File: config.mk
export PLATFORM = sky130hd
export DESIGN_NAME = mem_stage
export DESIGN_NICKNAME = d
export VERILOG_FILES = /design/src/rtl/mem_stage.sv
export SDC_FILE = /design/constraint.sdc
export NUM_CORES = 2
export LEC_CHECK = 0
export CAP_MARGIN = 20
export CORE_MARGIN = 4
export CORE_UTILIZATION = 25
export CTS_BUF_LIST = sky130_fd_sc_hd__clkbuf_16
export CTS_CLUSTER_DIAMETER = 40
export CTS_CLUSTER_SIZE = 14
export DETAILED_ROUTE_END_ITERATION = 10
export SETUP_SLACK_MARGIN = 0.3
export SLEW_MARGIN = 30
export SYNTH_ARGS = -nofsm -noshare
export SYNTH_HDL_FRONTEND = slang
export SYNTH_SLANG_ARGS = --single-unit
export TNS_END_PERCENT = 30
File: constraint.sdc
create_clock -name clk -period 3.8 [get_ports clk]
set_input_delay 0.95 -clock clk [delete_from_list [all_inputs] [get_ports clk]]
set_output_delay 0.95 -clock clk [all_outputs]
set_load 0.1 [all_outputs]
File: src/rtl/mem_stage.sv
// Memory-access pipeline stage: word-wide data memory with configurable access
// latency, upstream freeze while an access is in flight, registered MEM/WB bundle.
module mem_stage #(
    parameter int unsigned DEPTH       = 64,
    parameter int unsigned MEM_LATENCY = 2
) (
    input  logic        clk,
    input  logic        rst,
    input  logic        valid_in,
    input  logic [31:0] ALU_result,
    input  logic [31:0] val_src2,
    input  logic [4:0]  dest,
    input  logic        WB_EN,
    input  logic        MEM_Read,
    input  logic        MEM_Write,
    output logic        freeze,
    output logic        wb_valid,
    output logic        WB_EN_out,
    output logic        MEM_Read_out,
    output logic [31:0] ALU_result_out,
    output logic [31:0] mem_data_out,
    output logic [4:0]  dest_out
);

    localparam int unsigned IDX_W = $clog2(DEPTH);
    localparam int unsigned CNT_W = (MEM_LATENCY > 0) ? $clog2(MEM_LATENCY + 1) : 1;
    localparam logic [CNT_W-1:0] CNT_INIT =
        (MEM_LATENCY > 0) ? CNT_W'(MEM_LATENCY - 1) : '0;

    typedef enum logic {IDLE, WAIT} state_t;

    state_t            r_state, w_state_nxt;
    logic [CNT_W-1:0]  r_cnt, w_cnt_nxt;
    logic [31:0]       r_mem [DEPTH];
    logic              w_mem_op;
    logic              w_freeze;
    logic              w_complete;
    logic [IDX_W-1:0]  w_idx;

    assign w_mem_op = valid_in & (MEM_Read | MEM_Write);
    assign w_idx    = ALU_result[IDX_W+1:2];
    // Freeze must drop the instant reset is asserted, even mid-access.
    assign freeze   = w_freeze & rst;

    always_ff @(posedge clk or negedge rst) begin
        if (!rst) begin
            r_state <= IDLE;
            r_cnt   <= '0;
        end else begin
            r_state <= w_state_nxt;
            r_cnt   <= w_cnt_nxt;
        end
    end

    always_comb begin
        w_state_nxt = r_state;
        w_cnt_nxt   = r_cnt;
        w_freeze    = 1'b0;
        w_complete  = 1'b0;
        case (r_state)
            IDLE: begin
                if (w_mem_op && (MEM_LATENCY > 0)) begin
                    w_freeze    = 1'b1;
                    w_cnt_nxt   = CNT_INIT;
                    w_state_nxt = WAIT;
                end else begin
                    w_complete  = 1'b1;
                end
            end
            WAIT: begin
                if (r_cnt != '0) begin
                    w_freeze  = 1'b1;
                    w_cnt_nxt = r_cnt - 1'b1;
                end else begin
                    w_complete  = 1'b1;
                    w_state_nxt = IDLE;
                end
            end
            default: w_state_nxt = IDLE;
        endcase
    end

    // Contents survive reset; a reset edge never commits a store.
    always_ff @(posedge clk) begin
        if (rst && w_complete && valid_in && MEM_Write)
            r_mem[w_idx] <= val_src2;
    end

    always_ff @(posedge clk or negedge rst) begin
        if (!rst) begin
            wb_valid       <= 1'b0;
            WB_EN_out      <= 1'b0;
            MEM_Read_out   <= 1'b0;
            ALU_result_out <= '0;
            mem_data_out   <= '0;
            dest_out       <= '0;
        end else if (w_complete) begin
            wb_valid       <= valid_in;
            WB_EN_out      <= WB_EN & valid_in;
            MEM_Read_out   <= MEM_Read & valid_in & ~MEM_Write;
            ALU_result_out <= ALU_result;
            dest_out       <= dest;
            if (valid_in && MEM_Read && !MEM_Write)
                mem_data_out <= r_mem[w_idx];
            else
                mem_data_out <= '0;
        end else begin
            wb_valid     <= 1'b0;
            WB_EN_out    <= 1'b0;
            MEM_Read_out <= 1'b0;
        end
    end

endmodule

==> results.md <==
Timing:
- In the finished design, the share of the clock period the worst path needs comes to between 80 and 90%.
- Static timing analysis puts the maximum clock frequency at 298 MHz.
- The final period demand of the worst path is 3.35 ns.
- The clock skew is 0.0670 ns.
- The number of max-slew violations in the final report is 0.
- The final count of hold timing violations is 0.
- Setup repair after global routing left no endpoint under its margin.
- The worst-case headroom to the max-slew limit is a little under a third.
- The pin slew with the least headroom to its limit is 1.03 ns.
- Setup slack closes at 0.450 ns.
- The setup-violating endpoint count in the final report is 0.

Floorplan:
- The die boundary width is between 500 and 600 µm.
- The die is 573 µm tall.
- The area of the die is roughly 0.33 mm².
- During I/O placement, the number of pins put on the boundary was 148.
- The floorplan step defined a core boundary enclosing 0.318 mm².
- In this run the core area contains 207 standard-cell rows.
- The initial core utilization is 25.1%.

Route:
- The average wire per cell in the routed design is 26.6 µm.
- The count of TritonRoute iterations in the first routing pass is 5.
- The first routing iteration left 4,717 violations.
- Summing over every cut layer, the via total after detailed routing is 40,500.
- The remaining number of nets flagged by the antenna check after routing is 0.
- In the routed layout, each cell is associated on average with a via count of 4.77.
- The final wirelength is 226,000 µm.
- The number of DRC violations after detailed routing is 0.

Logic synthesis:
- The most common cell in the synthesized netlist is sky130_fd_sc_hd__edfxtp_1.
- The warning count from the yosys run is 0.
- The synthesized design spends more area on one cell type than any other, namely sky130_fd_sc_hd__edfxtp_1.
- By count the netlist is led by sky130_fd_sc_hd__edfxtp_1 (2,048), sky130_fd_sc_hd__mux4_2 (496), sky130_fd_sc_hd__a22oi_1 (217).
- The synthesis-stage register bit count is 2,123.
- The primary flip-flop cell chosen by synthesis mapping is sky130_fd_sc_hd__edfxtp_1.
- By area the synthesized netlist is led by sky130_fd_sc_hd__edfxtp_1 (77%), sky130_fd_sc_hd__mux4_2 (14%), sky130_fd_sc_hd__dfrtp_1 (2.4%).
- Averaged over all synthesized cells, the footprint is 22.5 µm².
- The number of instances in the synthesized netlist is 3,551.
- The summed instance area of the synthesized netlist is 0.0798 mm².
- After synthesis, the share of flip-flops with an asynchronous set or reset is between 3 and 4%.
- Yosys mapped a number of flops with a built-in enable equal to 2,048.
- The sequential cell area fraction in the yosys report is 79.4%.
- Summed over its instances, the top area cell type makes up 77.1% of the synthesized netlist area.
- The count of distinct cell types in the synthesized netlist is 48.
- Counting every net in the synthesized netlist gives 3,627.

Setup path:
- The signal on the critical path passes through clkdlybuf4s50_1, nand2b_1, o21a_2, inv_2, and2_1, buf_12.
- On the critical path, the stage with the largest delay is an instance of sky130_fd_sc_hd__clkdlybuf4s50_1.
- At the worst endpoint, the required time is 2.85 ns.
- The start-to-end type of the worst setup path is input port to primary output.
- In this run the worst path has a maximum fanout of 13.
- The critical path's largest stage delay is 0.57 ns.
- The startpoint of the worst-slack reg-to-reg timing path is r_cnt[0]$_DFFE_PN0N_.
- The endpoint identified for the worst register-to-register timing path is r_mem[20][13]$_DFFE_PP_.
- The number of cells traversed by the worst register-to-register path is 11.
- The worst setup path is captured at a primary output.
- For the worst setup path, the data arrival time is 2.40 ns.
- The worst setup slack for register-to-register paths is 1.09 ns.
- The critical path launch point type is an input port.

Power and ir drop:
- Per report_power, the sequential group accounts for 48.4% of the total.
- For this design the static power due to leakage is 30.9 nW.
- Summing internal, switching and leakage power gives approximately 54 mW.
- For this design the ratio of total power to cell area is 547 mW/mm².
- The part of the total power dissipated in the clock network is 41.8%.
- The fraction of power spent switching nets is between 20% and 30%.
- The internal power of the cells totals 40.2 mW.
- The share of power burned in combinational logic is 9.8%.
- The total net switching power is 13.8 mW.
- IR analysis of the VDD net gives a maximum drop of 0.000684 V.

Placement:
- The congestion estimate from routability-driven global placement came to 0.807.
- The number of port buffers is roughly 150.
- Detailed placement ended at an HPWL of between 100,000 and 150,000 µm.
- In this run the cell area measured after placement is 0.0909 mm².
- Timing analysis after detailed placement gives a worst setup slack of -0.164 ns.

CTS:
- Buffers inserted during clock tree synthesis total 230.
- The root cell of the clock tree is sky130_fd_sc_hd__clkbuf_16.
- In this run the number of H-tree levels came out at 4.
- After clock tree synthesis, the clock-pin slew on the worst setup and hold paths is 0.06 ns.
- At the later pin of the worst-skew pair, clock insertion delay measures 0.87 ns.
- The number of setup buffers added after CTS is 0.
- The CTS sink count is 2,123.
- TritonCTS built the clock tree.
- The post-cts resize count is 0.
- The number of buffers on the longest clock path is 3.
- The count of hold-fix buffers inserted at cts is 0.

Run status:
- The flow ran to the end, and the final reports show no timing, DRC or antenna violations.

Layout:
- In the final layout, the share of cells above drive strength 1 is roughly 33%.
- The sequential cells in the finished layout cover a total of 0.0634 mm².
- The area growth from synthesis to layout is 23.8%.
- Fill cells in the final layout number 30,000.
- The design area is between 0.09 and 0.1 mm².
- The number of nets in the finished design is 4,188.
- In the final layout, the multi-input gates occupy 0.0160 mm².

GRT:
- The total overflow left after global routing is 0.
- The number of global-route vias before repair is 41,300.
- Entering global routing, the biggest net connects 65 pins.
- The number of antenna violations at the first check in global routing is 32.
- The total global routing track utilization is a little over an eighth.
- The global-route wire length before repair is about 320,000 µm.

Job:
- The total of max-cap violations is 0.

Hold path:
- The worst hold-check path type is input port to asynchronous set/reset pin.
-- worst max path at each step --
stage	start	to	cells after the start
floorplan	ALU_result[2]	r_mem[60][0]$_DFFE_PP_	6
global route	ALU_result_out[31]$_DFFE_PN0P_	ALU_result_out[31]	1
global placement	ALU_result[2]	mem_data_out[6]$_DFFE_PN0P_	10
finish	valid_in	freeze	6
CTS	ALU_result_out[31]$_DFFE_PN0P_	ALU_result_out[31]	1
detailed placement	ALU_result[2]	mem_data_out[6]$_DFFE_PN0P_	10
-- cells in the final DEF, fill, tap and decap left out, types with 68 or more instances in the layout --
cell type                         synthesis  layout
sky130_fd_sc_hd__a22oi_1                217     217
sky130_fd_sc_hd__buf_4                   13     270
sky130_fd_sc_hd__nand2_1                159     159
sky130_fd_sc_hd__edfxtp_1              2048    2048
sky130_fd_sc_hd__clkdlybuf4s50_1          0      68
sky130_fd_sc_hd__mux4_2                 496     496
sky130_fd_sc_hd__clkbuf_16                0     236
sky130_fd_sc_hd__nor2_4                   0      68
sky130_fd_sc_hd__buf_12                   0     176
sky130_fd_sc_hd__dfrtp_1                 75      75
-- power groups by stage --
stage | registers (mW) | logic (mW) | clock network [mW]
2_1_floorplan | 28.4 | 1.49 | 0
3_3_place_gp | 26.7 | 5.26 | 0
3_5_place_dp | 26.7 | 5.32 | 0
4_1_cts | 26.2 | 5.33 | 23.0
5_1_grt | 26.2 | 5.52 | 24.1
6_report | 26.2 | 5.27 | 22.6
-- critical path: cells and delay by family --
family,cells,cell delay (ns)
compound gates,1,0.23
buf+inv,3,0.92
simple gates,2,0.29
-- sequential cells by signal (all words and copies together) (netlist names) --
register and count:
r_cnt 2, WB_EN_out 1, r_state 1, MEM_Read_out 1
dest_out 5, mem_data_out 32, r_mem 2048, ALU_result_out 32
wb_valid 1
-- cells by family (layout without fill, tap and decap cells) --
group	count (synthesis)	after routing	share of synthesized area [%]
buf+inv	200	952	1.24
simple gates	396	396	2.29
flops	2123	2123	79.4
mux	514	514	14.2
fa+ha+maj	1	1	0.0157
compound gates	317	317	2.81
other cells	0	10	0
-- area by class of cell --
cell class / count / share of cell area (%)
flip-flops and latches: 2123 / 64.2
diodes: 10 / 0.0253
repair buffers: 524 / 6.38
clock buffers: 236 / 5.98
clock inverters: 187 / 1.95
multi-input cells: 1228 / 16.2
inverters: 5 / 0.0190
well taps: 4180 / 5.29
-- metrics by stage --
step / TNS, ns / hold WS (ns) / std cells / utilization (%)
floorplan: 0 / 0.476 / 3551 / -
CTS: 0 / 0.209 / 8482 / 31.1
detailed placement: -0.164 / 0.468 / 8059 / 28.6
finish: 0 / 0.245 / 8493 / 31.1
global placement: -0.147 / 0.461 / 8057 / 28.6
global route: 0 / 0.232 / 8487 / 31.1
-- metal layers --
| metal | GRT usage [%] | wire (µm) | vias up | share of wire, % |
|---|---|---|---|---|
| met2 | 21.7 | 108000 | 1881 | 48 |
| met3 | 2.74 | 19200 | 349 | 8.5 |
| met5 | 0 | 59 | - | 0.026 |
| li1 | - | - | 16300 | - |
| met4 | 4.18 | 7090 | 12 | 3.1 |
| met1 | 18.1 | 91200 | 22000 | 40 |
No activity file was read; power rests on OpenSTA's default activity.
